**config.mk**
```make
export PLATFORM = sky130hd
export DESIGN_NAME = receive_all
export DESIGN_NICKNAME = d
export VERILOG_FILES = /design/src/rtl/receive_all.sv
export SDC_FILE = /design/constraint.sdc
export NUM_CORES = 1
export LEC_CHECK = 0
export ABC_AREA = 1
export ABC_CLOCK_PERIOD_IN_PS = 4350
export CORE_UTILIZATION = 50
export DETAILED_ROUTE_END_ITERATION = 8
export PLACE_DENSITY = 0.78
export SETUP_SLACK_MARGIN = 0.05
export SKIP_LAST_GASP = 1
export SLEW_MARGIN = 20
export SYNTH_ARGS = -nofsm -noshare
export SYNTH_HDL_FRONTEND = slang
export SYNTH_SLANG_ARGS = --single-unit
```
**constraint.sdc**
```tcl
create_clock -name clk -period 4.35 [get_ports clk]
set_input_delay 0.87 -clock clk [delete_from_list [all_inputs] [get_ports clk]]
set_output_delay 0.87 -clock clk [all_outputs]
set_load 0.01 [all_outputs]
```
**src/rtl/receive_all.sv**
```systemverilog
`default_nettype none
// ============================================================================
// Module   : receive_all
// Purpose  : Receiving end of the inter-board 4-phase Request/Ack link.
//            Synchronizes Request_in and inter_data_in, acknowledges each
//            word, and reassembles six 6-bit words into the GameControl
//            message fields. A complete message produces a one-cycle
//            msg_valid pulse. A message left incomplete for TIMEOUT_CYCLES
//            idle cycles is dropped and reported with timeout_err.
// Options  : RECV_RST_DETECT_EN - when defined, 6'b111111 received as word0
//            is treated as an inter-board reset code and pulses
//            interboard_rst_out. Otherwise that output is tied low.
// Revision : 1.0 - initial release
// ============================================================================
module receive_all #(
  parameter int SYNC_STAGES    = 2,
  parameter int TIMEOUT_CYCLES = 1000000
) (
  input  logic       clk,
  input  logic       rst,
  input  logic       Request_in,
  input  logic [5:0] inter_data_in,
  output logic       Ack_out,
  output logic       msg_valid,
  output logic [3:0] msg_type,
  output logic [4:0] block_x,
  output logic [2:0] block_y,
  output logic [5:0] card,
  output logic [2:0] sel_len,
  output logic       move_dir,
  output logic       recv_busy,
  output logic       timeout_err,
  output logic       interboard_rst_out
);

  // The idle counter only has to reach TIMEOUT_CYCLES-1; the expiring cycle
  // is recognised by comparing against that last value.
  localparam int TO_W = (TIMEOUT_CYCLES > 1) ? $clog2(TIMEOUT_CYCLES) : 1;
  localparam logic [TO_W-1:0] c_to_last = TO_W'(TIMEOUT_CYCLES - 1);
  localparam logic [2:0]      c_last_word = 3'd5;

  typedef enum logic [1:0] {
    S_IDLE   = 2'd0,
    S_SETTLE = 2'd1,
    S_ACK_HI = 2'd2
  } state_t;

  logic [SYNC_STAGES-1:0]      r_req_sync;
  logic [SYNC_STAGES-1:0][5:0] r_data_sync;
  logic                        w_req_s;
  logic [5:0]                  w_data_s;

  state_t     r_state;
  state_t     w_state_nxt;
  logic       w_ack_nxt;
  logic       w_sample;
  logic       w_rst_code;
  logic       w_to_run;

  logic       r_ack;
  logic [2:0] r_word_cnt;
  logic [TO_W-1:0] r_to_cnt;
  logic       r_msg_valid;
  logic       r_timeout_err;
  logic       r_irst;

  // Partial-message buffer: only the bits each field uses are kept.
  logic [3:0] r_w0;
  logic [4:0] r_w1;
  logic [2:0] r_w2;
  logic [5:0] r_w3;
  logic [2:0] r_w4;

  logic [3:0] r_msg_type;
  logic [4:0] r_block_x;
  logic [2:0] r_block_y;
  logic [5:0] r_card;
  logic [2:0] r_sel_len;
  logic       r_move_dir;

  // Synchronizer chains; both have the same depth so data and request age
  // together, and the SETTLE state adds one cycle of margin for the data.
  always_ff @(posedge clk) begin
    if (rst) begin
      r_req_sync  <= '0;
      r_data_sync <= '0;
    end else begin
      r_req_sync  <= {r_req_sync[SYNC_STAGES-2:0], Request_in};
      r_data_sync <= {r_data_sync[SYNC_STAGES-2:0], inter_data_in};
    end
  end

  assign w_req_s  = r_req_sync[SYNC_STAGES-1];
  assign w_data_s = r_data_sync[SYNC_STAGES-1];

`ifdef RECV_RST_DETECT_EN
  assign w_rst_code = (r_word_cnt == 3'd0) && (w_data_s == 6'h3F);
`else
  assign w_rst_code = 1'b0;
`endif

  // The idle counter runs only between words of a partially received message.
  assign w_to_run = (TIMEOUT_CYCLES != 0) && (r_state == S_IDLE) &&
                    (r_word_cnt != 3'd0) && !w_req_s;

  // Handshake state register.
  always_ff @(posedge clk) begin
    if (rst) begin
      r_state <= S_IDLE;
    end else begin
      r_state <= w_state_nxt;
    end
  end

  // Handshake next state, sample strobe and next Ack level.
  always_comb begin
    w_state_nxt = r_state;
    w_ack_nxt   = r_ack;
    w_sample    = 1'b0;
    case (r_state)
      S_IDLE: begin
        w_ack_nxt = 1'b0;
        if (w_req_s) begin
          w_state_nxt = S_SETTLE;
        end
      end
      S_SETTLE: begin
        if (w_req_s) begin
          w_sample    = 1'b1;
          w_ack_nxt   = 1'b1;
          w_state_nxt = S_ACK_HI;
        end else begin
          w_state_nxt = S_IDLE;
        end
      end
      S_ACK_HI: begin
        if (!w_req_s) begin
          w_ack_nxt   = 1'b0;
          w_state_nxt = S_IDLE;
        end
      end
      default: begin
        w_ack_nxt   = 1'b0;
        w_state_nxt = S_IDLE;
      end
    endcase
  end

  // Word capture, message assembly, idle timeout and status pulses.
  always_ff @(posedge clk) begin
    if (rst) begin
      r_ack         <= 1'b0;
      r_word_cnt    <= 3'd0;
      r_to_cnt      <= '0;
      r_msg_valid   <= 1'b0;
      r_timeout_err <= 1'b0;
      r_irst        <= 1'b0;
      r_w0          <= '0;
      r_w1          <= '0;
      r_w2          <= '0;
      r_w3          <= '0;
      r_w4          <= '0;
      r_msg_type    <= '0;
      r_block_x     <= '0;
      r_block_y     <= '0;
      r_card        <= '0;
      r_sel_len     <= '0;
      r_move_dir    <= 1'b0;
    end else begin
      r_ack         <= w_ack_nxt;
      r_msg_valid   <= 1'b0;
      r_timeout_err <= 1'b0;
      r_irst        <= 1'b0;
      if (w_sample) begin
        r_to_cnt <= '0;
        if (w_rst_code) begin
          r_irst <= 1'b1;
        end else if (r_word_cnt == c_last_word) begin
          r_msg_type  <= r_w0;
          r_block_x   <= r_w1;
          r_block_y   <= r_w2;
          r_card      <= r_w3;
          r_sel_len   <= r_w4;
          r_move_dir  <= w_data_s[0];
          r_msg_valid <= 1'b1;
          r_word_cnt  <= 3'd0;
        end else begin
          case (r_word_cnt)
            3'd0:    r_w0 <= w_data_s[3:0];
            3'd1:    r_w1 <= w_data_s[4:0];
            3'd2:    r_w2 <= w_data_s[2:0];
            3'd3:    r_w3 <= w_data_s;
            default: r_w4 <= w_data_s[2:0];
          endcase
          r_word_cnt <= r_word_cnt + 3'd1;
        end
      end else if (w_to_run) begin
        if (r_to_cnt == c_to_last) begin
          r_to_cnt      <= '0;
          r_word_cnt    <= 3'd0;
          r_timeout_err <= 1'b1;
        end else begin
          r_to_cnt <= r_to_cnt + 1'b1;
        end
      end else begin
        r_to_cnt <= '0;
      end
    end
  end

  assign Ack_out            = r_ack;
  assign msg_valid          = r_msg_valid;
  assign msg_type           = r_msg_type;
  assign block_x            = r_block_x;
  assign block_y            = r_block_y;
  assign card               = r_card;
  assign sel_len            = r_sel_len;
  assign move_dir           = r_move_dir;
  assign recv_busy          = (r_word_cnt != 3'd0) || (r_state != S_IDLE);
  assign timeout_err        = r_timeout_err;
  assign interboard_rst_out = r_irst;

endmodule
`default_nettype wire

```
# Word level (Yosys, flattened, before mapping)
# Index checks and enable logic that the tools add are counted.
# totals
register_bits	85
out_inout_bits	27
# op_classes
muxes	15
add_sub_neg	2
n_reduce_logical	23
n_eq_ne	10
bitwise	4
# ops
operator	count
$add 20x1->20 const B	1
$eq 20x20->1 const B	1
$reduce_and 3->1	5
$mux 3	4
$reduce_and 2->1	4
$reduce_or 4->1	2
$eq 3x2->1 const B	2
$mux 1	6
$mux 2	3
$ne 2x2->1 const B	3
$pmux 2 s3	1
$reduce_bool 2->1	3
$not 1->1	4
$add 3x1->3 const B	1
$eq 3x1->1 const B	1
$eq 3x3->1 const B	1
$logic_not 3->1	1
$reduce_bool 3->1	1
$reduce_or 3->1	1
$eq 2x1->1 const B	1
$eq 2x2->1 const B	1
$logic_and 1x1->1	2
$logic_not 2->1	1
$pmux 1 s2	1
3 further kinds	3

# Depth between registers and ports, before layout
# depth
word_depth	5
ltp_mapped	10
ltp_nobuf	10

# Worst setup path after synthesis
# No wires, ideal clock.
# synth_path
path_kind	input to register
startpoint	in rst
endpoint	reg r_to_cnt[9]
cell_stages	4
path_slack_ns	2.826
t_arrival_ns	1.410
setup_ns	0.115
n_path_buf	1
t_required_ns	4.235
path_cell_list	clkinv_1 > nand3_4 > buf_6 > nor2_1
# synth_via
elab_chain_len	1
# synth_rtl
item	line_no	source
start: declaration	20	input logic rst,
$reduce_or 4->1 (no line)	--	
end signal: assignment	203	r_to_cnt <= r_to_cnt + 1'b1;
end: declaration	62	logic [TO_W-1:0] r_to_cnt;
# Every way passes these cells.
# A chain may end at the register's enable or synchronous reset.

==> results by group <==
GRT
  • Remaining global-route overflow: 0
  • Initial antenna violation count: 0
  • Met3 track utilization from global routing: 3.64%
  • Global-route wire length before repair: 11,400 µm
  • Met1 demand-to-capacity share in global routing: 26.0%
  • Via count of the first global-routing pass: 2,564
  • Met2 layer usage reported by global route: 32.7%
  • Overall track demand over capacity in global routing: 20.2%
  • GRT Max-Usage Layer: met2
  • Pin count of the biggest net entering global routing: 43

Clock network
  • TritonCTS clock tree: done
  • Post-CTS setup buffer count: 0
  • Cts-stage hold buffer count: 0
  • Worst-path clk slew: 0.09 ns
  • Clk root buf: sky130_fd_sc_hd__clkbuf_8
  • Max Root-Sink Buffers: 2
  • Number of sinks driven by the clock tree: 85
  • Post-CTS Resized: 0
  • CTS Buf Count: 9
  • Later-pin clock latency in the skew report: 0.36 ns
  • H-tree depth reported by CTS: 3

Place
  • HPWL after detailed placement: 4500 µm
  • Area after DPL: 3750 µm²
  • Count of input and output buffers: 34
  • Last weighted congestion value of the routability-driven placer: 0.846

Routing
  • Detail-routed net length per standard cell: 11.7 µm
  • Post-detailed-route count of antenna-violating nets: 0
  • Routed vias: 2,730
  • Number of DRC violations after detailed routing: 2
  • Routed via count divided by cell count: 4.94
  • Drt first-iter violations: 198
  • Initial DRT Pass Iterations: 6
  • Total length of routed wires: 6480 µm

Power and ir drop
  • Worst ir drop on vdd: 0.000268 V
  • Switching fraction of total power: 22.3%
  • Net switching power: 0.310 mW
  • Sequential share of power: 56.7%
  • Internal Dissipation: 1.08 mW
  • Logic pwr share: 2.0%
  • Clock network fraction of total power: 41.3%
  • Leak: 1.61 nW
  • Power Density: 352 nW/µm²

Worst setup path
  • CP max FO: 42
  • CP required: 4.61 ns
  • Critical path capture point type: flop
  • CP Launch Type: input pin
  • Worst reg2reg path depth: 7
  • Start of the worst register-to-register path: r_state[0]$_SDFFE_PP0P_
  • Setup slack of the most critical reg-to-reg path: 2.73 ns
  • Reg-to-Reg End: sel_len[0]$_SDFFE_PP0P_
  • Data arrival time of the critical path: 2.74 ns
  • Kind of critical path: input pin to flop

Yosys
  • Area fraction in and, or, nand and nor cells after synthesis: 26.6%
  • Mean instance size in the synthesized netlist: 7.76 µm²
  • Total of flip-flops plus latches after synthesis: 85
  • Fraction of synthesized cell area in xor and xnor cells: 1.03%
  • Ys Warns: 0
  • Net Count, Synth: 448
  • Area share of fa/ha/maj cells after synthesis: 0.738%
  • Post-synthesis cell type count: 34
  • Number of cells produced by synthesis: 437
  • Main combinational cell family by area after synthesis: simple AND/OR/NAND/NOR gates
  • Synthesized area: 3390 µm²
  • Proportion of synthesized chip area in sequential cells: 50.2%
  • Share of the synthesized area in compound gates (AO/OA/AOI/OAI): 12.3%
  • Multiplexer fraction of the synthesized cell area: 0%

Worst hold path
  • Worst min path class: flop to flop
  • Worst min-delay path endpoint: w_data_s[2]$_SDFF_PP0_
  • Launch instance of the worst min-delay path: r_data_sync[2]$_SDFF_PP0_
  • Worst hold path cell count: 2

Timing
  • Final max-slew violation count: 0
  • Setup TNS: 0 ns
  • Worst-case headroom to the max-slew limit: 52.9%
  • Fmax: 403 MHz
  • RSZ-0062 raised after global routing: no
  • Period utilisation layout: 57.1%
  • Worst-case hold slack: 0.399 ns
  • Final Critical Period: 2.48 ns
  • Final hold vios: 0
  • Worst clock skew on the final layout: 0.0102 ns
  • Final setup fails: 0
  • Actual transition at the worst max-transition pin: 0.704 ns

Cells and area
  • Antenna Diode Count: 0
  • Layout cell share with drive strength beyond 1: 10.7%
  • Summed area of non-filler cells in the final layout: 3960 µm²
  • Synth-to-layout area growth: 16.7%
  • # nets final: 482

Outcome
  • Result of the run: finished, violations left
  • Violated checks: design-rule violations

Floorplanning
  • Area enclosed by the die boundary: 7110 µm²
  • Height of the chip: 84.4 µm
  • Initial core utilization: 52.5%
  • Core Box Area: 6460 µm²
  • Overall die width: 84.4 µm
  • FP Rows: 29
  • Ports: 36

Flow run
  • Max cap viols: 0
==> cell usage after synthesis <==
library cell | n | area share (%)
sky130_fd_sc_hd__a21oi_1 | 21 | 3.1
sky130_fd_sc_hd__a21oi_2 | 5 | 1.3
sky130_fd_sc_hd__a21oi_4 | 1 | 0.48
sky130_fd_sc_hd__a31oi_1 | 1 | 0.18
sky130_fd_sc_hd__and3_1 | 1 | 0.18
sky130_fd_sc_hd__buf_4 | 1 | 0.22
sky130_fd_sc_hd__buf_6 | 5 | 1.7
sky130_fd_sc_hd__clkbuf_1 | 6 | 0.66
sky130_fd_sc_hd__clkinv_1 | 1 | 0.11
sky130_fd_sc_hd__conb_1 | 1 | 0.11
sky130_fd_sc_hd__dfxtp_1 | 85 | 50
sky130_fd_sc_hd__ha_1 | 2 | 0.74
sky130_fd_sc_hd__inv_1 | 53 | 5.9
sky130_fd_sc_hd__inv_2 | 3 | 0.33
sky130_fd_sc_hd__inv_4 | 1 | 0.18
sky130_fd_sc_hd__nand2_1 | 51 | 5.6
sky130_fd_sc_hd__nand2_2 | 8 | 1.5
sky130_fd_sc_hd__nand2_4 | 1 | 0.33
sky130_fd_sc_hd__nand3_1 | 14 | 2.1
sky130_fd_sc_hd__nand3_2 | 1 | 0.30
sky130_fd_sc_hd__nand3_4 | 1 | 0.52
sky130_fd_sc_hd__nand4_1 | 2 | 0.37
sky130_fd_sc_hd__nor2_1 | 103 | 11
sky130_fd_sc_hd__nor2_2 | 5 | 0.92
sky130_fd_sc_hd__nor2_4 | 6 | 2.0
sky130_fd_sc_hd__nor3_1 | 3 | 0.44
sky130_fd_sc_hd__nor3b_1 | 1 | 0.22
sky130_fd_sc_hd__nor3b_4 | 1 | 0.55
sky130_fd_sc_hd__o21ai_0 | 43 | 6.3
sky130_fd_sc_hd__o21ai_1 | 3 | 0.44
sky130_fd_sc_hd__o21bai_1 | 2 | 0.44
sky130_fd_sc_hd__or2_2 | 1 | 0.18
sky130_fd_sc_hd__xnor2_1 | 3 | 0.78
sky130_fd_sc_hd__xor2_1 | 1 | 0.26
==> worst max-delay path by stage <==
stage | start | to | slack (ns)
floorplan | rst | r_to_cnt[9]$_SDFF_PP0_ | 2.83
global placement | rst | card[0]$_SDFFE_PP0P_ | 1.57
detailed placement | rst | block_y[1]$_SDFFE_PP0P_ | 1.50
CTS | rst | card[4]$_SDFFE_PP0P_ | 1.88
global route | rst | r_w0[0]$_SDFFE_PP0P_ | 1.72
finish | rst | block_y[1]$_SDFFE_PP0P_ | 1.87
==> registers in the layout, indices dropped and copies added, names as in the netlist, 2 cells and up <==
signal,flops
block_x,5
block_y,3
card,6
msg_type,4
r_data_sync,6
r_req_sync,2
r_state,2
r_to_cnt,20
r_w0,4
r_w1,5
r_w2,3
r_w3,6
r_w4,3
r_word_cnt,3
sel_len,3
w_data_s,6
==> critical path, stage by stage <==
cell and delay (ns):
sky130_fd_sc_hd__clkdlybuf4s50_1 0.93, sky130_fd_sc_hd__clkinv_1 0.37, sky130_fd_sc_hd__buf_4 0.34, sky130_fd_sc_hd__o21ai_0 0.14, sky130_fd_sc_hd__nor2_1 0.07
==> layout make-up <==
class	instances	area, µm²
fillers	580	2500
flip-flops and latches	85	1700
multi-input cells	282	1380
repair buffers	35	348
inverters	58	220
clock buffers	10	138
well taps	77	96.3
clock inverters	6	70.1
==> kinds of logic (layout without fill, tap and decap cells) <==
family	count (synthesis)	count (layout)
AOI/OAI and AO/OA	76	76
xor gates and xnor gates	4	4
adders and majority gates	2	2
buffers and inverters	70	109
DFF	85	85
other	1	1
and+or+nand+nor	199	199
==> power groups by stage <==
stage | sequential [mW] | combinational (mW) | clock (mW)
floorplan | 0.805 | 0.0172 | 0
global placement | 0.807 | 0.0267 | 0
detailed placement | 0.807 | 0.0276 | 0
CTS | 0.789 | 0.0278 | 0.583
global route | 0.790 | 0.0315 | 0.620
finish | 0.789 | 0.0276 | 0.576
==> through the flow <==
step,cells,setup slack (ns),power (mW),utilization [%]
2_1_floorplan,437,2.83,0.823,-
3_3_place_gp,537,1.57,0.834,58.0
3_5_place_dp,537,1.50,0.835,58.0
4_1_cts,553,1.88,1.40,61.3
5_1_grt,553,1.72,1.44,61.3
6_report,553,1.87,1.39,61.3
==> layer usage <==
| layer | vias up | part of all wire (%) |
|---|---|---|
| li1 | 1427 | - |
| met1 | 1240 | 49 |
| met2 | 52 | 45 |
| met3 | 11 | 4.2 |
| met4 | 0 | 1.4 |
| met5 | - | 0 |
==> cell usage in the layout, fill, tap and decap left out, types with 2 or more instances in the layout <==
master and count:
sky130_fd_sc_hd__nand2_2 8, sky130_fd_sc_hd__o21ai_1 3, sky130_fd_sc_hd__o21bai_1 2, sky130_fd_sc_hd__a21oi_1 21
sky130_fd_sc_hd__nand4_1 2, sky130_fd_sc_hd__xnor2_1 3, sky130_fd_sc_hd__nor2_1 103, sky130_fd_sc_hd__nor3_1 3
sky130_fd_sc_hd__clkinv_4 2, sky130_fd_sc_hd__nor2_4 6, sky130_fd_sc_hd__inv_1 53, sky130_fd_sc_hd__clkdlybuf4s50_1 34
sky130_fd_sc_hd__nand2_1 51, sky130_fd_sc_hd__ha_1 2, sky130_fd_sc_hd__inv_6 2, sky130_fd_sc_hd__clkbuf_8 10
sky130_fd_sc_hd__nor2_2 5, sky130_fd_sc_hd__nand3_1 14, sky130_fd_sc_hd__o21ai_0 43, sky130_fd_sc_hd__inv_2 3
sky130_fd_sc_hd__dfxtp_1 85, sky130_fd_sc_hd__a21oi_2 5
(Power assumes the default switching activity.)
